### src/rtl/riscv_pkg.sv
// Shared fetch-stage types and constants: FSM state encoding, PC step and default vectors.
package riscv_pkg;

    localparam int XLEN = 32;
    localparam logic [XLEN-1:0] PC_STEP              = 32'd4;
    localparam logic [XLEN-1:0] DEFAULT_RESET_VECTOR = 32'h0000_0000;
    localparam logic [XLEN-1:0] DEFAULT_TRAP_VECTOR  = 32'h0000_0100;

    typedef enum logic [1:0] {
        BOOT,
        REQ,
        WAIT
    } fetch_state_t;

    // Branch targets are forced to word alignment; the low two bits are ignored.
    function automatic logic [XLEN-1:0] alignTarget(input logic [XLEN-1:0] addr);
        return {addr[XLEN-1:2], 2'b00};
    endfunction

endpackage

### src/rtl/fetch_ctrl_if.sv
// Fetch-stage bundle: pc register hookup, instruction-memory port, redirect inputs and decode hand-off.
interface fetch_ctrl_if;
    import riscv_pkg::*;

    logic [XLEN-1:0] pc_in;
    logic [XLEN-1:0] next_pc;
    logic            pc_stall;
    logic            imem_req;
    logic [XLEN-1:0] imem_addr;
    logic            imem_gnt;
    logic            imem_rvalid;
    logic [XLEN-1:0] imem_rdata;
    logic            br_taken;
    logic [XLEN-1:0] br_target;
    logic            trap;
    logic            if_valid;
    logic [XLEN-1:0] if_instr;
    logic [XLEN-1:0] if_pc;
    logic            id_ready;

    // The fetch controller is the master; pc register, memory, EX and decode form the slave side.
    modport master (
        input  pc_in, imem_gnt, imem_rvalid, imem_rdata, br_taken, br_target, trap, id_ready,
        output next_pc, pc_stall, imem_req, imem_addr, if_valid, if_instr, if_pc
    );

    modport slave (
        output pc_in, imem_gnt, imem_rvalid, imem_rdata, br_taken, br_target, trap, id_ready,
        input  next_pc, pc_stall, imem_req, imem_addr, if_valid, if_instr, if_pc
    );

endinterface

### src/rtl/next_pc_sel.sv
// Priority mux for the pc register: boot vector, trap, branch, sequential advance, otherwise hold.
module next_pc_sel
    import riscv_pkg::*;
#(
    parameter logic [XLEN-1:0] RESET_VECTOR = DEFAULT_RESET_VECTOR,
    parameter logic [XLEN-1:0] TRAP_VECTOR  = DEFAULT_TRAP_VECTOR
) (
    input  logic            boot_i,
    input  logic            trap_i,
    input  logic            branch_i,
    input  logic            advance_i,
    input  logic [XLEN-1:0] br_target_i,
    input  logic [XLEN-1:0] pc_i,
    output logic [XLEN-1:0] next_pc_o,
    output logic            pc_stall_o
);

    // Boot outranks everything so redirects seen before the first fetch are ignored.
    always_comb begin
        next_pc_o  = pc_i;
        pc_stall_o = 1'b1;
        if (boot_i) begin
            next_pc_o  = RESET_VECTOR;
            pc_stall_o = 1'b0;
        end else if (trap_i) begin
            next_pc_o  = TRAP_VECTOR;
            pc_stall_o = 1'b0;
        end else if (branch_i) begin
            next_pc_o  = alignTarget(br_target_i);
            pc_stall_o = 1'b0;
        end else if (advance_i) begin
            next_pc_o  = pc_i + PC_STEP;
            pc_stall_o = 1'b0;
        end
    end

endmodule

### src/rtl/fetch_ctrl.sv
// Fetch sequencer: one outstanding imem request, stale-response dropping after redirects,
// and a valid/ready output register toward decode.
module fetch_ctrl
    import riscv_pkg::*;
#(
    parameter logic [XLEN-1:0] RESET_VECTOR = DEFAULT_RESET_VECTOR,
    parameter logic [XLEN-1:0] TRAP_VECTOR  = DEFAULT_TRAP_VECTOR
) (
    input logic          clk,
    input logic          reset,
    fetch_ctrl_if.master bus
);

    fetch_state_t    state_q, state_d;
    logic            drop_q, drop_d;
    logic [XLEN-1:0] fetchPc_q, fetchPc_d;
    logic            ifValid_q, ifValid_d;
    logic [XLEN-1:0] ifInstr_q, ifInstr_d;
    logic [XLEN-1:0] ifPc_q, ifPc_d;

    logic            inBoot;
    logic            redirect;
    logic            reqOk;
    logic            fire;
    logic [XLEN-1:0] selNextPc;
    logic            selStall;

    assign inBoot   = (state_q == BOOT);
    assign redirect = !inBoot && (bus.trap || bus.br_taken);
    // A new request only goes out when the output register has room for its answer.
    assign reqOk    = (state_q == REQ) && !redirect && (!ifValid_q || bus.id_ready);
    assign fire     = reqOk && bus.imem_gnt;

    next_pc_sel #(
        .RESET_VECTOR (RESET_VECTOR),
        .TRAP_VECTOR  (TRAP_VECTOR)
    ) u_next_pc_sel (
        .boot_i      (inBoot),
        .trap_i      (bus.trap),
        .branch_i    (bus.br_taken),
        .advance_i   (fire),
        .br_target_i (bus.br_target),
        .pc_i        (bus.pc_in),
        .next_pc_o   (selNextPc),
        .pc_stall_o  (selStall)
    );

    assign bus.next_pc   = selNextPc;
    assign bus.pc_stall  = selStall;
    assign bus.imem_req  = reqOk;
    assign bus.imem_addr = bus.pc_in;
    assign bus.if_valid  = ifValid_q;
    assign bus.if_instr  = ifInstr_q;
    assign bus.if_pc     = ifPc_q;

    always_ff @(posedge clk or negedge reset) begin
        if (!reset) begin
            state_q   <= BOOT;
            drop_q    <= 1'b0;
            fetchPc_q <= '0;
            ifValid_q <= 1'b0;
            ifInstr_q <= '0;
            ifPc_q    <= '0;
        end else begin
            state_q   <= state_d;
            drop_q    <= drop_d;
            fetchPc_q <= fetchPc_d;
            ifValid_q <= ifValid_d;
            ifInstr_q <= ifInstr_d;
            ifPc_q    <= ifPc_d;
        end
    end

    always_comb begin
        state_d   = state_q;
        drop_d    = drop_q;
        fetchPc_d = fetchPc_q;
        ifValid_d = ifValid_q;
        ifInstr_d = ifInstr_q;
        ifPc_d    = ifPc_q;

        if (ifValid_q && bus.id_ready) begin
            ifValid_d = 1'b0;
        end

        unique case (state_q)
            BOOT: begin
                state_d = REQ;
            end
            REQ: begin
                if (fire) begin
                    fetchPc_d = bus.pc_in;
                    state_d   = WAIT;
                end
            end
            WAIT: begin
                // A redirect without a response leaves one stale answer in flight to swallow later.
                if (redirect) begin
                    if (bus.imem_rvalid) begin
                        drop_d  = 1'b0;
                        state_d = REQ;
                    end else begin
                        drop_d = 1'b1;
                    end
                end else if (bus.imem_rvalid) begin
                    drop_d  = 1'b0;
                    state_d = REQ;
                    if (!drop_q) begin
                        ifValid_d = 1'b1;
                        ifInstr_d = bus.imem_rdata;
                        ifPc_d    = fetchPc_q;
                    end
                end
            end
            default: begin
                state_d = BOOT;
            end
        endcase

        if (redirect) begin
            ifValid_d = 1'b0;
        end
    end

endmodule
### src/flat_wrapper.sv
// flat-port wrapper written by rule: the top's interface ports become plain ports
module fetch_ctrl_flat import riscv_pkg::*;
#(
    parameter logic [XLEN-1:0] RESET_VECTOR = DEFAULT_RESET_VECTOR,
    parameter logic [XLEN-1:0] TRAP_VECTOR  = DEFAULT_TRAP_VECTOR
)
  (clk, reset, bus_pc_in, bus_imem_gnt, bus_imem_rvalid, bus_imem_rdata, bus_br_taken, bus_br_target, bus_trap, bus_id_ready, bus_next_pc, bus_pc_stall, bus_imem_req, bus_imem_addr, bus_if_valid, bus_if_instr, bus_if_pc);
  fetch_ctrl_if bus_i ();
  input logic clk;
  input logic reset;
  input wire logic [$bits(bus_i.pc_in)-1:0] bus_pc_in;
  input wire logic [$bits(bus_i.imem_gnt)-1:0] bus_imem_gnt;
  input wire logic [$bits(bus_i.imem_rvalid)-1:0] bus_imem_rvalid;
  input wire logic [$bits(bus_i.imem_rdata)-1:0] bus_imem_rdata;
  input wire logic [$bits(bus_i.br_taken)-1:0] bus_br_taken;
  input wire logic [$bits(bus_i.br_target)-1:0] bus_br_target;
  input wire logic [$bits(bus_i.trap)-1:0] bus_trap;
  input wire logic [$bits(bus_i.id_ready)-1:0] bus_id_ready;
  output wire logic [$bits(bus_i.next_pc)-1:0] bus_next_pc;
  output wire logic [$bits(bus_i.pc_stall)-1:0] bus_pc_stall;
  output wire logic [$bits(bus_i.imem_req)-1:0] bus_imem_req;
  output wire logic [$bits(bus_i.imem_addr)-1:0] bus_imem_addr;
  output wire logic [$bits(bus_i.if_valid)-1:0] bus_if_valid;
  output wire logic [$bits(bus_i.if_instr)-1:0] bus_if_instr;
  output wire logic [$bits(bus_i.if_pc)-1:0] bus_if_pc;
  assign bus_i.pc_in = bus_pc_in;
  assign bus_i.imem_gnt = bus_imem_gnt;
  assign bus_i.imem_rvalid = bus_imem_rvalid;
  assign bus_i.imem_rdata = bus_imem_rdata;
  assign bus_i.br_taken = bus_br_taken;
  assign bus_i.br_target = bus_br_target;
  assign bus_i.trap = bus_trap;
  assign bus_i.id_ready = bus_id_ready;
  assign bus_next_pc = bus_i.next_pc;
  assign bus_pc_stall = bus_i.pc_stall;
  assign bus_imem_req = bus_i.imem_req;
  assign bus_imem_addr = bus_i.imem_addr;
  assign bus_if_valid = bus_i.if_valid;
  assign bus_if_instr = bus_i.if_instr;
  assign bus_if_pc = bus_i.if_pc;
  fetch_ctrl #(.RESET_VECTOR(RESET_VECTOR), .TRAP_VECTOR(TRAP_VECTOR)) u_core (.clk(clk), .reset(reset), .bus(bus_i));
endmodule
### config.mk
export PLATFORM = sky130hd
export DESIGN_NAME = fetch_ctrl_flat
export DESIGN_NICKNAME = d
export VERILOG_FILES = /design/src/rtl/riscv_pkg.sv /design/src/rtl/fetch_ctrl_if.sv /design/src/rtl/next_pc_sel.sv /design/src/rtl/fetch_ctrl.sv /design/src/flat_wrapper.sv
export SDC_FILE = /design/constraint.sdc
export NUM_CORES = 1
export LEC_CHECK = 0
export ABC_CLOCK_PERIOD_IN_PS = 12900
export CAP_MARGIN = 20
export CORE_MARGIN = 2
export CORE_UTILIZATION = 46
export DETAILED_ROUTE_END_ITERATION = 16
export GPL_TIMING_DRIVEN = 0
export PLACE_DENSITY = 0.85
export SYNTH_ARGS = -nofsm -noshare
export SYNTH_HDL_FRONTEND = slang
export SYNTH_HIERARCHICAL = 1
export SYNTH_SLANG_ARGS = --single-unit
### constraint.sdc
create_clock -name clk -period 12.9 [get_ports clk]
set_input_delay 3.87 -clock clk [delete_from_list [all_inputs] [get_ports clk]]
set_output_delay 3.87 -clock clk [all_outputs]
set_load 0.05 [all_outputs]
==> flow_summary.ini, run 1 <==
[outcome]
status = finished, final reports clean

[timing]
period_needed_ps = 11520
relSlewSlack = 0.5872
fmax_ghz = 0.08677
rsz0062_at_grt = no
finalHoldViolCount = 0
finalSetupTns_ps = 0
timing.final.crit_share = 0.8934
fin_skew_ps = 8.978
maxSlewViolCount = 0
setup_viol = 0
tightest_slew_ps = 613.5

[clock_tree]
ctsResizeCount = 0
cts_tree = yes
clock_path_buffers = 2
ctsHoldBuffers = 0
numCtsBuffers = 9
clk-insertion-delay-late_ps = 350
post_cts_buffers = 0
cts-htree-levels = 3
clockRootBuffer = clkbuf_16
clk_pin_slew_ps = 70
cts.sinks = 100

[grt]
grt_antenna_before_repair = 0
grt_pass1_wl_um = 23580
grt_max_degree = 55
grt_usage = 0.2427
gr-total-overflow = 0
grt_pass1_vias = 4491

[worst_hold_path]
worstHoldStart = u_core/fetchPc_q[25]
hold_depth = 1
hold_path_end = u_core/bus.if_pc[25]
hp-class = reg2reg

[route]
wire_per_inst_um = 18.04
routed_wl_um = 14800
drc = 0
wl_met1_um = 6050
highest_layer = met4
via_count = 4245
viasPerCell = 5.177
drt-pass1-iter-count = 4
ant_nets = 0
route.met3.wl_um = 793
dr_wl_met2_um = 7671
first_iter_violations = 150

[final_layout]
final_common_cell = clkdlybuf4s50_1
regArea_sq_um = 2502
n_fill_cell = 851
design_area_sq_um = 8095
multi_input_area_sq_um = 2370
final_cell_mix = clkdlybuf4s50_1 (230), dfrtp_1 (100), mux2_4 (51)
layout-drive-gt1-share = 0.2482
nets = 777
antennaDiodeCount = 0
syn2layout_area_growth_pct = 52.67

[synthesis]
yosysSeqAreaShare = 0.4719
synthSimpleGateAreaFrac = 0.1015
synth_compound_area_frac = 0.05144
syn_area_per_cell_sq_um = 12.33
synthCells = 430
synth_nets = 534
synth-seq-cells = 100
synthesis.area_sq_um = 5303
synth_xor_area_frac = 0.04790
synth_top_family_by_area = multiplexers
yosys_warnings = 6
muxShareOfSynthArea = 0.2437
synth_fa_ha_area_frac = 0.002360
ys_types = 38

[place]
gp_congestion = 0.8634
placement.io_buffers = 231
place_area_sq_um = 7819
post-dp-hpwl_um = 11420

[die]
core_area_sq_um = 11320
die_w_um = 111.4
num_rows = 39
dieArea_sq_um = 12400
ios = 234
die_h_um = 111.4
start_util = 0.4684

[power_and_ir_drop]
peakVddDrop_mv = 0.1087
cellPowerDensity_nw_per_um2 = 113.4
leakagePower_nw = 3.584

[job]
max_cap_violations = 0

[critical_path]
rr_endpoint = u_core/bus.if_pc[18]
cp_data_required_time_ps = 9030
regToRegSetupSlack_ps = 11370
r2r_cells = 5
worstPathArrival_ps = 7650
critPathLaunchType = input port
end_kind = output pin
critPathMaxFanout = 10
critPathKind = in2out
r2r-start = u_core/state_q[0]
## power breakdown
part           total, W  internal, W  switching [W]
Combinational  0.000287     0.000127       0.000160
Clock          0.000253     0.000137       0.000117
Sequential     0.000377     0.000355      0.0000227
## cell families (layout without fill, tap and decap cells)
kind of cell | count (synthesis) | in the layout
and+or+nand+nor | 88 | 88
adders and majority gates | 1 | 1
DFF | 100 | 100
AOI/OAI and AO/OA | 54 | 54
muxes | 98 | 98
buffers and inverters | 60 | 307
xor gates and xnor gates | 29 | 29
## cell type report
type / instances / area share
buffer: 54 / 0.05039
clock buffer: 11 / 0.02998
clock inverter: 4 / 0.004173
inverter: 6 / 0.002782
multi-input combinational: 270 / 0.2927
sequential: 100 / 0.3091
tap: 143 / 0.02210
timing repair buffer: 232 / 0.2887
## registers in the layout, summed over array words and instances, names as in the netlist
register	flops
u_core/bus.if_instr	32
u_core/bus.if_pc	32
u_core/fetchPc_q	32
u_core/state_q	2
u_core/bus.if_valid	1
u_core/drop_q	1
## cell usage after synthesis (all sizes together)
master,instances,area [sq um]
clkbuf,13,78.83
nor3b,3,22.52
nand4,11,83.83
nand2,13,48.80
dfrtp,100,2502
xnor2,23,201.4
or4,1,11.26
or3,1,6.260
mux2i,2,20.02
o31ai,1,7.510
mux2,96,1272
nor4,8,90.09
inv,6,22.52
nor2b,2,20.02
buf,41,329.1
nand4b,1,8.760
and2b,1,8.760
and4,2,17.52
o21ai,25,125.1
nand2b,1,6.260
and3,4,25.02
ha,1,12.51
a21oi,28,140.1
nor3,8,40.04
nand3,7,35.03
nor2,20,82.58
xor2,6,52.55
and2,3,18.77
or2,2,12.51
## routing by layer
| layer | GRT usage | up-vias |
|---|---|---|
| met2 | 0.4305 | 142 |
| met3 | 0.05988 | 24 |
| met4 | 0.07819 | 0 |
| met5 | 0 | - |
| li1 | - | 1964 |
| met1 | 0.2910 | 2115 |
## per-stage QoR
stage                     hold slack (ps)  instances  worst slack (ps)    util  power (W)
after floorplan                     474.9        430              2320       -  0.0005511
after global placement              483.2        804              1380  0.6884  0.0006606
after detailed placement            488.7        805              1390  0.6907  0.0006707
after CTS                           504.5        820              1359  0.7151  0.0009272
after global routing                517.1        820              1179  0.7151  0.0009555
final                               502.3        820              1375  0.7151  0.0009176
## worst max-delay path by stage
stage	to	depth (start not counted)	start	slack, ps
2_1_floorplan	bus_next_pc[31]	11	bus_id_ready	2320
5_1_grt	bus_next_pc[31]	13	bus_br_taken	1180
3_5_place_dp	bus_next_pc[31]	13	bus_br_taken	1390
3_3_place_gp	bus_next_pc[31]	13	bus_br_taken	1380
6_report	bus_next_pc[31]	13	bus_br_taken	1380
4_1_cts	bus_next_pc[31]	13	bus_br_taken	1360
## critical path: stages
cell and delay (ps):
clkdlybuf4s50_1 580, nor2_4 240, nand4_4 230, clkbuf_8 250, inv_1 60, buf_2 190
nand4_1 190, or3_1 360, clkbuf_1 210, nor4_2 290, xnor2_1 90, o31ai_1 210
clkdlybuf4s50_1 880
(Power assumes the default switching activity.)
==> run 2: changes to the inputs <==
--- a/config.mk
+++ b/config.mk
@@ -5,13 +5,14 @@
 export SDC_FILE = /design/constraint.sdc
 export NUM_CORES = 1
 export LEC_CHECK = 0
-export ABC_CLOCK_PERIOD_IN_PS = 12900
+export ABC_CLOCK_PERIOD_IN_PS = 10100
 export CAP_MARGIN = 20
+export CORE_ASPECT_RATIO = 1.2
 export CORE_MARGIN = 2
-export CORE_UTILIZATION = 46
+export CORE_UTILIZATION = 38
 export DETAILED_ROUTE_END_ITERATION = 16
 export GPL_TIMING_DRIVEN = 0
-export PLACE_DENSITY = 0.85
+export PLACE_DENSITY = 0.75
 export SYNTH_ARGS = -nofsm -noshare
 export SYNTH_HDL_FRONTEND = slang
 export SYNTH_HIERARCHICAL = 1
==> constraint.sdc (replaced) <==
create_clock -name clk -period 10.1 [get_ports clk]
set_input_delay 3.03 -clock clk [delete_from_list [all_inputs] [get_ports clk]]
set_output_delay 3.03 -clock clk [all_outputs]
set_load 0.05 [all_outputs]
==> run 2 against run 1 <==
  * Die area increased by 20%
  * Sequential power increased by 27%
  * Via count decreased by 2.6%
  * Wire length decreased by 0.41%
  * Count of clock-buffer cells in the layout decreased by 2
  * First-iteration DRC count increased by 26%
  * Utilization decreased by 12 points
  * Design area increased by 1.2%
  * Critical path depth unchanged
  * Hold slack improved by 1.5 ps
==> flow_summary.ini, run 2 (synthesized netlist as in run 1, its figures left out) <==
[clock_tree]
clock_path_buffers = 2
cts.sinks = 100
clk-insertion-delay-late_ps = 340
cts-htree-levels = 3
clockRootBuffer = clkbuf_16
numCtsBuffers = 9
post_cts_buffers = 0
cts_tree = yes
clk_pin_slew_ps = 70

[power_and_ir_drop]
power_w = 0.001236
cellPowerDensity_nw_per_um2 = 150.9
leakagePower_nw = 3.628
peakVddDrop_mv = 0.1019

[timing]
rsz0062_at_grt = no
timing.final.crit_share = 0.9679
fin_skew_ps = 7.454
setup_viol = 0
maxSlewViolCount = 0
period_needed_ps = 9776
finalHoldViolCount = 0
tightest_slew_ps = 679.5
finalSetupTns_ps = 0
relSlewSlack = 0.5470
fmax_ghz = 0.1023

[grt]
grt_pass1_vias = 4504
gr-total-overflow = 0
grt_max_degree = 54
grt_usage = 0.2051
grt_pass1_wl_um = 24160
grt_antenna_before_repair = 0

[worst_hold_path]
worstHoldStart = u_core/fetchPc_q[17]
hp-class = reg2reg
hold_path_end = u_core/bus.if_pc[17]
hold_depth = 1

[place]
placement.io_buffers = 231
post-dp-hpwl_um = 11340
gp_congestion = 0.8126
place_area_sq_um = 7854

[critical_path]
worstPathArrival_ps = 6750
cp_data_required_time_ps = 7070
regToRegSetupSlack_ps = 8570
critPathMaxFanout = 10
r2r_cells = 4
rr_endpoint = u_core/fetchPc_q[15]
end_kind = output pin
r2r-start = u_core/state_q[0]
critPathKind = in2out
critPathLaunchType = input port

[die]
die_h_um = 133.4
start_util = 0.3870
die_w_um = 111.8
num_rows = 47
dieArea_sq_um = 14920
ios = 234
core_area_sq_um = 13700

[outcome]
status = finished, final reports clean

[final_layout]
final_common_cell = clkdlybuf4s50_1
antennaDiodeCount = 0
layout-drive-gt1-share = 0.2496
final_cell_mix = clkdlybuf4s50_1 (229), dfrtp_1 (100), mux2_4 (51)
syn2layout_area_growth_pct = 54.51
design_area_sq_um = 8193
nets = 777
n_fill_cell = 1160

[route]
routed_wl_um = 14740
drt-pass1-iter-count = 4
ant_nets = 0
drc = 0
first_iter_violations = 189
wire_per_inst_um = 17.38
viasPerCell = 4.877
via_count = 4136

[job]
max_cap_violations = 0
## run 2: changes by cell type in the layout (fill, tap and decap cells not counted)
cell | previous run | this run
bufinv_16 | 0 | 3
clkbuf_1 | 11 | 10
clkbuf_8 | 4 | 3
clkdlybuf4s50_1 | 230 | 229
clkinv_2 | 0 | 1
clkinv_4 | 1 | 0
dlymetal6s2s_1 | 0 | 1
inv_6 | 2 | 1
## run 2: metrics by stage
step | worst slack [ps] | std cells | util | hold slack, ps
finish | 324.2 | 848 | 0.5979 | 503.8
global route | 79.20 | 848 | 0.5979 | 516.3
CTS | 85.33 | 848 | 0.5978 | 504.9
detailed placement | 93.63 | 833 | 0.5732 | 487.9
global placement | 109.2 | 832 | 0.5714 | 483.4
floorplan | 1200 | 430 | - | 474.9
## run 2: final cells by class
| type | instances | area (sq um) | area share |
|---|---|---|---|
| flip-flops and latches | 100 | 2502 | 0.3054 |
| multi-input cells | 270 | 2370 | 0.2892 |
| repair buffers | 232 | 2340 | 0.2856 |
| plain buffers | 54 | 407.9 | 0.04979 |
| clock buffers | 9 | 225.2 | 0.02749 |
| well taps | 171 | 214.0 | 0.02611 |
| clock inverters | 6 | 111.4 | 0.01359 |
| inverters | 6 | 22.52 | 0.002749 |
## run 2: worst max path at each step
stage	depth (start not counted)	endpoint	startpoint
after floorplan	11	bus_next_pc[31]	bus_id_ready
after global placement	13	bus_next_pc[31]	bus_br_taken
after detailed placement	13	bus_next_pc[31]	bus_br_taken
after CTS	13	bus_next_pc[31]	bus_br_taken
after global routing	13	bus_next_pc[29]	bus_br_taken
final	13	bus_next_pc[27]	bus_br_taken
## run 2: routing by layer
metal | vias to the layer above | wire, um | global-route usage
li1 | 1961 | - | -
met1 | 1978 | 6046 | 0.2507
met2 | 179 | 7229 | 0.3478
met3 | 18 | 1178 | 0.06460
met4 | 0 | 281 | 0.06173
met5 | - | 0 | 0
## run 2: critical path: stages
cell	delay, ps
clkdlybuf4s50_1	580
nor2_4	240
nand4_4	230
clkbuf_8	250
inv_1	60
buf_2	200
nand4_1	230
or3_1	370
clkbuf_1	190
nor3_1	220
xnor2_1	120
a21oi_1	180
clkdlybuf4s50_1	840
## run 2: report_power, final
part           internal, W  switching (W)  leakage, nW
Combinational     0.000162       0.000204         2.15
Sequential        0.000453      0.0000271         1.31
Clock             0.000241       0.000149        0.162
Total             0.000856       0.000380         3.63
## run 2: timing repair
action,CTS,global route
resized for setup,0,1
hold buffers,0,0
endpoints found under the setup margin,0,1
==> run 3: changes to the inputs <==
--- a/config.mk
+++ b/config.mk
@@ -5,14 +5,14 @@
 export SDC_FILE = /design/constraint.sdc
 export NUM_CORES = 1
 export LEC_CHECK = 0
-export ABC_CLOCK_PERIOD_IN_PS = 10100
+export ABC_CLOCK_PERIOD_IN_PS = 10170
 export CAP_MARGIN = 20
 export CORE_ASPECT_RATIO = 1.2
 export CORE_MARGIN = 2
-export CORE_UTILIZATION = 38
+export CORE_UTILIZATION = 43
 export DETAILED_ROUTE_END_ITERATION = 16
 export GPL_TIMING_DRIVEN = 0
-export PLACE_DENSITY = 0.75
+export PLACE_DENSITY = 0.8
 export SYNTH_ARGS = -nofsm -noshare
 export SYNTH_HDL_FRONTEND = slang
 export SYNTH_HIERARCHICAL = 1
==> constraint.sdc (replaced) <==
create_clock -name clk -period 10.17 [get_ports clk]
set_input_delay 3.051 -clock clk [delete_from_list [all_inputs] [get_ports clk]]
set_output_delay 3.051 -clock clk [all_outputs]
set_load 0.05 [all_outputs]
==> run 3 against run 2 <==
  * Wire length is 2.2% lower
  * Worst setup slack got worse by 85 ps
  * Register-to-register slack gained 50 ps
  * Hold slack gained 0.50 ps
  * Sequential cell count unchanged
  * Largest power group unchanged
  * First-iteration DRC count fell by 14%
  * Clock skew is 0.85 ps lower
  * Utilization rose by 7.6 points
  * Critical path depth is the same
  * Power is 5.9% lower
  * Non-clock buffer count did not move
==> flow_summary.ini, run 3 (synthesized netlist as in run 1, its figures left out) <==
[timing]
holdWs_ps = 504.3
setup_viol = 0
tightest_slew_ps = 680.6
finalWorstSetupSlack_ps = 239.4
rsz0062_at_grt = no
relSlewSlack = 0.5462
maxSlewViolCount = 0
fmax_ghz = 0.1007
period_needed_ps = 9931
fin_skew_ps = 6.607
timing.final.crit_share = 0.9765
finalHoldViolCount = 0
finalSetupTns_ps = 0

[place]
placement.io_buffers = 231
post-dp-hpwl_um = 10960
pre_cts_ws_ps = 220.0
gp_congestion = 0.7750

[clock_tree]
clockRootBuffer = clkbuf_16
cts.sinks = 100
cts_tree = yes
post_cts_buffers = 0
clk_pin_slew_ps = 70
cts-htree-levels = 3
clock_path_buffers = 2
clk-insertion-delay-late_ps = 340
numCtsBuffers = 9
ctsResizeCount = 0
ctsHoldBuffers = 0

[grt]
grt.busiest_layer = met2
grt_max_degree = 53
grt_pass1_wl_um = 23010
use_met3 = 0.06211
grt_pass1_vias = 4437
met1_usage = 0.2652
grt_antenna_before_repair = 0
gr-total-overflow = 0
grt_usage = 0.2179
use_met2 = 0.3757

[critical_path]
end_kind = output pin
cp_common_cell = clkdlybuf4s50_1
cp_data_required_time_ps = 7120
critical-path-slowest-cell = clkdlybuf4s50_1
critPathLaunchType = input port
max_stage_delay_ps = 850
critPathMaxFanout = 10
worstPathArrival_ps = 6880
crit_chain = clkdlybuf4s50_1, nor2_4, nand4_4, clkbuf_8, inv_1, buf_2, nand4_1, or3_1, clkbuf_1, nor4_2, xnor2_1, o31ai_1, clkdlybuf4s50_1
critPathKind = in2out

[power_and_ir_drop]
p_sw_w = 0.0003834
seqPwrFrac = 0.411
p_int_w = 0.0007803
peakVddDrop_mv = 0.08185
leakagePower_nw = 3.589
cellPowerDensity_nw_per_um2 = 143.2
pwr-share-clk = 0.278
netSwitchingFraction = 0.3295
pwr-share-comb = 0.312

[final_layout]
final_cell_mix = clkdlybuf4s50_1 (230), dfrtp_1 (100), mux2_4 (51)
layout-drive-gt1-share = 0.2507
syn2layout_area_growth_pct = 53.23
n_fill_cell = 894
final_common_cell = clkdlybuf4s50_1
antennaDiodeCount = 0
nets = 777

[route]
drc = 0
first_iter_violations = 162
ant_nets = 0
routed_wl_um = 14410
viasPerCell = 5.000
via_count = 4195
drt-pass1-iter-count = 4
wire_per_inst_um = 17.17

[job]
max_cap_violations = 0

[die]
num_rows = 44
core_area_sq_um = 12060
dieArea_sq_um = 13240
ios = 234
die_w_um = 105.4
die_h_um = 125.6
start_util = 0.4398

[worst_hold_path]
hp-class = reg2reg

[outcome]
status = finished, final reports clean
-- run 3: power by group through the flow --
| stage | Clock [W] | Sequential, W | Combinational [W] |
|---|---|---|---|
| CTS | 0.000331 | 0.000478 | 0.000366 |
| finish | 0.000323 | 0.000478 | 0.000363 |
| detailed placement | 0 | 0.000485 | 0.000364 |
| global placement | 0 | 0.000481 | 0.000358 |
| floorplan | 0 | 0.000540 | 0.000159 |
| global route | 0.000352 | 0.000484 | 0.000382 |
-- run 3: routing by layer --
| metal | share of wire | up-vias | routed length, um |
|---|---|---|---|
| met4 | 0.015 | 0 | 218 |
| met2 | 0.50 | 160 | 7268 |
| met5 | 0 | - | 0 |
| met1 | 0.41 | 2053 | 5901 |
| li1 | - | 1966 | - |
| met3 | 0.071 | 16 | 1019 |
-- run 3: final cells by class --
type | instances | area, sq um | share of cell area
repair buffers | 232 | 2337 | 0.2877
multi-input cells | 270 | 2370 | 0.2917
plain buffers | 54 | 407.9 | 0.05020
clock inverters | 7 | 58.81 | 0.007237
clock buffers | 9 | 225.2 | 0.02772
flip-flops and latches | 100 | 2502 | 0.3080
well taps | 161 | 201.4 | 0.02479
inverters | 6 | 22.52 | 0.002772
-- run 3: path summary, 6_finish.rpt --
kind | startpoint | end | slack (ps) | depth (start not counted)
hold reg to reg | u_core/fetchPc_q[0] | u_core/bus.if_pc[0] | 500 | 1
min in group asynchronous | reset | u_core/bus.if_instr[10] | 2740 | 1
setup reg to reg | u_core/state_q[0] | u_core/bus.if_pc[20] | 8620 | 5
setup / recovery | bus_br_taken | bus_next_pc[31] | 240 | 13
hold / removal | u_core/fetchPc_q[0] | u_core/bus.if_pc[0] | 500 | 1
max in group asynchronous | reset | u_core/bus.if_pc[20] | 6740 | 2
-- run 3: critical path: cells and delay by family --
| kind | cells | cell delay, ps |
|---|---|---|
| AND/OR/NAND/NOR | 5 | 1380 |
| AO/OA/AOI/OAI | 1 | 190 |
| buffers and inverters | 6 | 2120 |
| XOR/XNOR | 1 | 130 |
-- run 3: through the flow --
step,utilization,total power (W),cell area (sq um),cells
global placement,0.6483,0.0008387,7816,822
CTS,0.6739,0.001175,8125,839
finish,0.6739,0.001164,8125,839
global route,0.6739,0.001217,8125,839
detailed placement,0.6504,0.0008492,7841,823
floorplan,-,0.0006990,5303,430
